--- src/rtl/hazard_fwd_unit.sv ---
// hazard_fwd_unit: tracks in-flight destinations to produce registered EX forwarding selects,
// load-use stalls and branch flushes, with saturating event counters.
module hazard_fwd_unit #(
    parameter int REG_W        = 4,
    parameter int CNT_W        = 16,
    parameter int ZERO_REG_FWD = 0
) (
    input  logic             clk,
    input  logic             rst,
    input  logic             id_valid,
    input  logic [REG_W-1:0] id_rs,
    input  logic [REG_W-1:0] id_rt,
    input  logic             id_use_rs,
    input  logic             id_use_rt,
    input  logic [REG_W-1:0] id_dst,
    input  logic             id_regwrite,
    input  logic             id_memread,
    input  logic             ex_branch,
    output logic [1:0]       fwd_reg0,
    output logic [1:0]       fwd_reg1,
    output logic             stall,
    output logic [4:0]       flush,
    output logic [CNT_W-1:0] stall_cnt,
    output logic [CNT_W-1:0] flush_cnt
);
    logic [REG_W-1:0] ex_dst, mem_dst;
    logic             ex_wr, ex_ld, mem_wr;
    logic             rs_ok, rt_ok, ex_rs, ex_rt, mem_rs, mem_rt, hz;
    logic [1:0]       nxt0, nxt1;

    // rs_ok/rt_ok fold in validity, usage and the register-0 exemption
    assign rs_ok  = id_valid & id_use_rs & ((ZERO_REG_FWD != 0) | (id_rs != '0));
    assign rt_ok  = id_valid & id_use_rt & ((ZERO_REG_FWD != 0) | (id_rt != '0));
    assign ex_rs  = rs_ok & ex_wr  & (ex_dst  == id_rs);
    assign ex_rt  = rt_ok & ex_wr  & (ex_dst  == id_rt);
    assign mem_rs = rs_ok & mem_wr & (mem_dst == id_rs);
    assign mem_rt = rt_ok & mem_wr & (mem_dst == id_rt);
    assign hz     = (ex_rs | ex_rt) & ex_ld;
    assign stall  = hz & ~ex_branch;
    assign flush  = {3'b000, ex_branch, ex_branch};
    assign nxt0   = ex_rs ? 2'b01 : mem_rs ? 2'b10 : 2'b00;
    assign nxt1   = ex_rt ? 2'b01 : mem_rt ? 2'b10 : 2'b00;

    always_ff @(posedge clk or negedge rst) begin
        if (!rst) begin
            ex_dst    <= '0;
            ex_wr     <= 1'b0;
            ex_ld     <= 1'b0;
            mem_dst   <= '0;
            mem_wr    <= 1'b0;
            fwd_reg0  <= 2'b00;
            fwd_reg1  <= 2'b00;
            stall_cnt <= '0;
            flush_cnt <= '0;
        end else begin
            mem_dst <= ex_dst;
            mem_wr  <= ex_wr;
            if (ex_branch || hz) begin
                ex_dst   <= '0;
                ex_wr    <= 1'b0;
                ex_ld    <= 1'b0;
                fwd_reg0 <= 2'b00;
                fwd_reg1 <= 2'b00;
            end else begin
                ex_dst   <= id_dst;
                ex_wr    <= id_regwrite & id_valid;
                ex_ld    <= id_memread & id_valid;
                fwd_reg0 <= nxt0;
                fwd_reg1 <= nxt1;
            end
            if (stall && !(&stall_cnt))
                stall_cnt <= stall_cnt + 1'b1;
            if (ex_branch && !(&flush_cnt))
                flush_cnt <= flush_cnt + 1'b1;
        end
    end
endmodule

--- config.mk ---
export PLATFORM = sky130hd
export DESIGN_NAME = hazard_fwd_unit
export DESIGN_NICKNAME = d
export VERILOG_FILES = /design/src/rtl/hazard_fwd_unit.sv
export SDC_FILE = /design/constraint.sdc
export NUM_CORES = 1
export LEC_CHECK = 0
export BUFFER_PORTS_ARGS = -buffer_cell sky130_fd_sc_hd__buf_2
export CORE_UTILIZATION = 47
export CTS_CLUSTER_SIZE = 24
export DETAILED_ROUTE_END_ITERATION = 7
export PLACE_DENSITY = 0.76
export SLEW_MARGIN = 0
export SYNTH_ARGS = -nofsm -noshare
export SYNTH_HDL_FRONTEND = slang
export SYNTH_SLANG_ARGS = --single-unit
--- constraint.sdc ---
create_clock -name clk -period 2.4 [get_ports clk]
set_input_delay 0.48 -clock clk [delete_from_list [all_inputs] [get_ports clk]]
set_output_delay 0.48 -clock clk [all_outputs]
set_load 0.01 [all_outputs]
; After elaboration in Yosys (flattened, before gate mapping)
; Cells that the tools add are included.
; Widths: inputs -> output; s select.
[word_totals]
ff_bits = 47
elab_cells = 51
in_bits = 20
[classes]
eq_ne = 4
mux = 9
reduce_logical = 9
add_sub_neg = 2
bitwise_logic = 18
[ops]
columns = operator, n
row1 = $add 16x1->16 const B, 2
row2 = $reduce_and 16->1, 2
row3 = $and 1x1->1, 16
row4 = $eq 4x4->1, 4
row5 = $mux 2, 6
row6 = $reduce_bool 4->1, 2
row7 = $mux 4, 1
row8 = $logic_and 1x1->1, 2
row9 = $logic_not 1->1, 2
row10 = $mux 1, 2
row11 = $logic_or 1x1->1, 1
row12 = $not 1->1, 1
row13 = $or 1x1->1, 1

; Depth between registers and ports, before layout
[depth]
word_depth = 8
mapped_depth = 7
ltp_nobuf = 7

; Worst setup path after synthesis
; OpenSTA, ideal clock, no wires.
[synth_path]
kind = input to register
startpoint = input port id_rt[0]
endpoint = register stall_cnt[14]
setup_ns = 0.079
setup_slack_ns = -0.010
t_arrival_ns = 2.331
path_buffers = 0
cell_stages = 6
path_cell_list = xor2_1 nor3_2 or4bb_1 a211o_4 or4_1 mux2i_1
[synth_between]
elab_chain_cells = 8
word_cells_on_any_way = 9
cone_classes = eq/ne: 1 / bitwise: 6 / reduce/logical: 2
[synth_lines]
columns = item, line
row1 = "start, declared", 12  ; input logic [REG_W-1:0] id_rt,
row2 = $reduce_bool 4->1, 33  ; assign rt_ok = id_valid & id_use_rt & ((ZERO_REG_FWD != 0) | (id_rt != '0));
row3 = $and 1x1->1, 33
row4 = $and 1x1->1, 35  ; assign ex_rt = rt_ok & ex_wr & (ex_dst == id_rt);
row5 = $and 1x1->1 *, 35
row6 = $or 1x1->1 *, 38  ; assign hz = (ex_rs | ex_rt) & ex_ld;
row7 = $and 1x1->1 *, 38
row8 = $and 1x1->1 *, 39  ; assign stall = hz & ~ex_branch;
row9 = $logic_and 1x1->1 *, 71  ; if (stall && !(&stall_cnt))
row10 = "end signal, assigned", 72  ; stall_cnt <= stall_cnt + 1'b1;
row11 = "end, declared", 23  ; output logic [CNT_W-1:0] stall_cnt,
; Mark *: on every way between the ends. The rest lies on a longest branch, timed or not.
; A chain may end at the register's enable or synchronous reset.

; Worst setup path in the final report
[layout_path]
startpoint = register ex_dst[0]
endpoint = output port stall
[layout_between]
elab_chain_cells = 5
word_cells_on_any_way = 7
cone_classes = eq/ne: 2 / bitwise: 5
[layout_lines]
columns = item, line
row1 = "start, declared", 26  ; logic [REG_W-1:0] ex_dst, mem_dst;
row2 = "start signal, assigned", 65  ; ex_dst <= id_dst;
row3 = "$eq 4x4->1, on equally long branches", "34, 35"
row4 = "$and 1x1->1, on equally long branches", "34, 35"
row5 = $or 1x1->1 *, 38
row6 = $and 1x1->1 *, 38
row7 = $and 1x1->1 *, 39
row8 = "end, declared", 21  ; output logic stall,
; Marked as above.

==> impl_metrics.ini <==
[sta]
setup_violations = 9
slew_viol_final = 0
tightest_slew_ns = 0.5718
setup_tns_ns = -0.6136
hold_viol = 0
setup_ws_ns = -0.1772
skew_ns = 0.003270
rsz0062_at_grt = yes
max-slew-margin-rel_pct = 61.88
final.min_clock_period_ns = 2.577
max_freq_mhz = 388.0
period_share_pct = 107.4

[power]
finalPower_w = 0.001715
switchingPower_w = 0.0004728
power_density_nw_per_um2 = 568.4
clkPwrFrac_pct = 27.5
p_leak_nw = 1.557
seq_power_share_pct = 55.1
p_int_w = 0.001242
ir_worst_vdd_mv = 0.3300
sw_frac_of_total_pct = 27.58
p_comb_share_pct = 17.4

[logic_synthesis]
synth_top_flop_cell = dfrtp_1
synthAdderAreaFrac_pct = 1.097
synth_xor_area_share_pct = 14.98
synth_top_area_share_pct = 51.56
yosysWarnings = 0
yosysSeqAreaShare_pct = 51.56
ys_ff_latch = 47
synth_top_family_by_area = simple AND/OR/NAND/NOR gates
synth_mux_area_share_pct = 2.359
synthCells = 205
synth_most_common_cell = dfrtp_1
async_flop_share_pct = 100.0
synth.area.top_cells = dfrtp_1 52%, xor2_1 10%, xnor2_1 5.0%
synth-simple-area-share_pct = 22.76
postSynthAreaPerCell_sq_um = 11.13
synth_compound_area_share_pct = 3.785
synth_cell_types = 38
syn_area_sq_um = 2281
synth_area_leader_cell = dfrtp_1
synth_common_cells = 47 x dfrtp_1, 26 x xor2_1, 17 x nand3_1
synth_edf_count = 0

[clocking]
cts-root-buf = clkbuf_8
cts_max_level = 2
clockBufferDepth = 2
cts_tree = yes
insertion_delay_ns = 0.29
clk_pin_slew_worst_paths_ns = 0.08
postCtsHoldBufs = 0
tritoncts.num_buffers = 5
cts.sinks = 47

[critical_path]
crit_fanout = 3
end_kind = primary output
critPathMaxStageDelay_ns = 0.49
worst_setup_path_start_kind = register
crit_slowest_cell = or4bb_4
timing.critical_path.buf_inv = 2
cpLargestDelayFamily = simple AND/OR/NAND/NOR gates
crit_type = register to primary output
worstPathArrival_ns = 2.10
cp_data_required_time_ns = 1.92
crit_chain = xor2_1, nor3_2, or4bb_4, a211o_4, inv_2, buf_6

[routing]
postRouteAntennaNets = 0
dr.pass1.iters = 4
first_iter_violations = 69
wirelength_mm = 4.760
viasPerCell = 5.339
vias = 1858
avgRoutedWirePerCell_um = 13.68
drc = 0

[run]
maxCapViolCount = 0

[global_route]
use_met3_pct = 4.641
grtUsageTotal_pct = 20.04
top_usage_layer = met2
antenna_found_initial = 0
use_met1_pct = 26.80
grtUsageMet2_pct = 32.29
grt_pass1_wl_mm = 8.045
grt.overflow.total = 0
grt_pass1_vias = 1787
grt_max_degree = 48

[die]
dieHeight_um = 71.67
fp-row-count = 24
io_pins = 62
die_w_um = 71.67
start_util_pct = 50.64
die_area_sq_um = 5136
design.core.area_sq_um = 4504

[placed_design]
dpl_cell_area_sq_um = 2741
io_buffers = 58
place_hpwl_mm = 3.328
globalplace.congestion = 0.8761

[finish]
n_antenna_cell = 0
area_growth_pct = 32.25
drive_gt1_share_pct = 39.19
final_nets = 318
stdcell_area_sq_um = 3017

[status]
status = finished, violations left
violations = negative setup slack

[worst_hold_path]
hold_path.class = input pin to asynchronous set/reset pin
==> power groups by stage <==
stage	Combinational (W)	Clock [W]	Sequential, W
after detailed placement	0.000283	0	0.000961
after CTS	0.000297	0.000494	0.000944
final	0.000299	0.000472	0.000944
after global placement	0.000276	0	0.000958
after global routing	0.000335	0.000519	0.000956
after floorplan	0.000127	0	0.000974
==> worst register-to-register path, delay by kind of cell, from the launching register on <==
kind | cells | cell delay, ns
flops | 1 | 0.43
simple gates | 3 | 0.97
buf+inv | 2 | 0.34
xor+xnor | 2 | 0.37
compound gates | 1 | 0.36
==> sequential cells by signal, indices dropped and copies added (netlist names), 2 cells and up <==
name and cells:
ex_dst 4, stall_cnt 16, fwd_reg0 2, fwd_reg1 2
mem_dst 4, flush_cnt 16
==> worst paths after layout <==
kind	from	endpoint	slack, ns	cells after the start
max reg2reg	ex_dst[0]$_DFF_PN0_	stall_cnt[5]$_DFFE_PN0P_	-0.14	8
min reg2reg	ex_dst[2]$_DFF_PN0_	mem_dst[2]$_DFF_PN0_	0.44	0
min	rst	flush_cnt[15]$_DFFE_PN0P_	0.26	2
max in group asynchronous	rst	ex_dst[1]$_DFF_PN0_	1.75	2
min in group clk	id_dst[0]	ex_dst[0]$_DFF_PN0_	0.39	2
max	ex_dst[0]$_DFF_PN0_	stall	-0.18	6
==> logic make-up (layout without fill, tap and decap cells) <==
| family | after synthesis | in the layout |
|---|---|---|
| other cells | 1 | 3 |
| flops | 47 | 47 |
| fa+ha+maj | 2 | 2 |
| buf+inv | 13 | 102 |
| simple gates | 86 | 86 |
| xor+xnor | 39 | 39 |
| mux | 5 | 5 |
| compound gates | 12 | 12 |
==> routing by layer <==
metal	share of wire (%)	up-vias
met5	0	-
met4	0.88	0
met3	4.3	6
met2	49	66
met1	46	884
li1	-	902
==> metrics by stage <==
| step | worst slack (ns) | cells | hold WS, ns | utilization [%] |
|---|---|---|---|---|
| floorplan | 0.07492 | 207 | 0.1844 | - |
| global placement | -0.1383 | 330 | 0.4227 | 60.86 |
| detailed placement | -0.1826 | 330 | 0.4300 | 60.86 |
| CTS | -0.1641 | 346 | 0.2714 | 65.47 |
| global route | -0.2510 | 348 | 0.3245 | 66.97 |
| finish | -0.1772 | 348 | 0.2602 | 66.97 |
==> placed cells by master (no fill, tap or decap), types with 2 or more instances in the layout <==
cell type	netlist	layout
conb_1	1	3
ha_1	2	2
buf_4	5	30
xnor2_1	13	13
a31oi_1	2	2
inv_1	5	5
nor2_1	8	7
nor3_4	0	4
nor3_2	2	2
nand2_1	11	11
nor4_4	0	3
nand4_1	7	7
mux2_2	2	2
nor4_1	8	7
clkbuf_8	0	6
buf_6	1	2
and3_1	9	9
mux2i_1	2	2
nor4b_2	1	2
nand3_1	17	17
buf_2	0	57
dfrtp_1	47	47
xor2_1	26	26
nor3_1	6	2
and2_1	4	4
or4_1	3	3
a21oi_1	4	4
==> area by class of cell <==
cell class | count | area [sq um]
inverters | 6 | 22.52
clock buffers | 6 | 82.58
multi-input cells | 147 | 1132
repair buffers | 89 | 533.0
well taps | 52 | 65.06
flip-flops and latches | 47 | 1176
fillers | 344 | 1488
clock inverters | 1 | 5.005
==> repair_timing <==
| item | 4_1_cts | 5_1_grt |
|---|---|---|
| setup buffers | 9 | 2 |
| pin swaps | 3 | 3 |
| resized for setup | 10 | 8 |
| endpoints found under the hold margin | 0 | 0 |
| setup endpoints to repair | 3 | 16 |
Note: power is estimated with default switching activity, not from simulation.
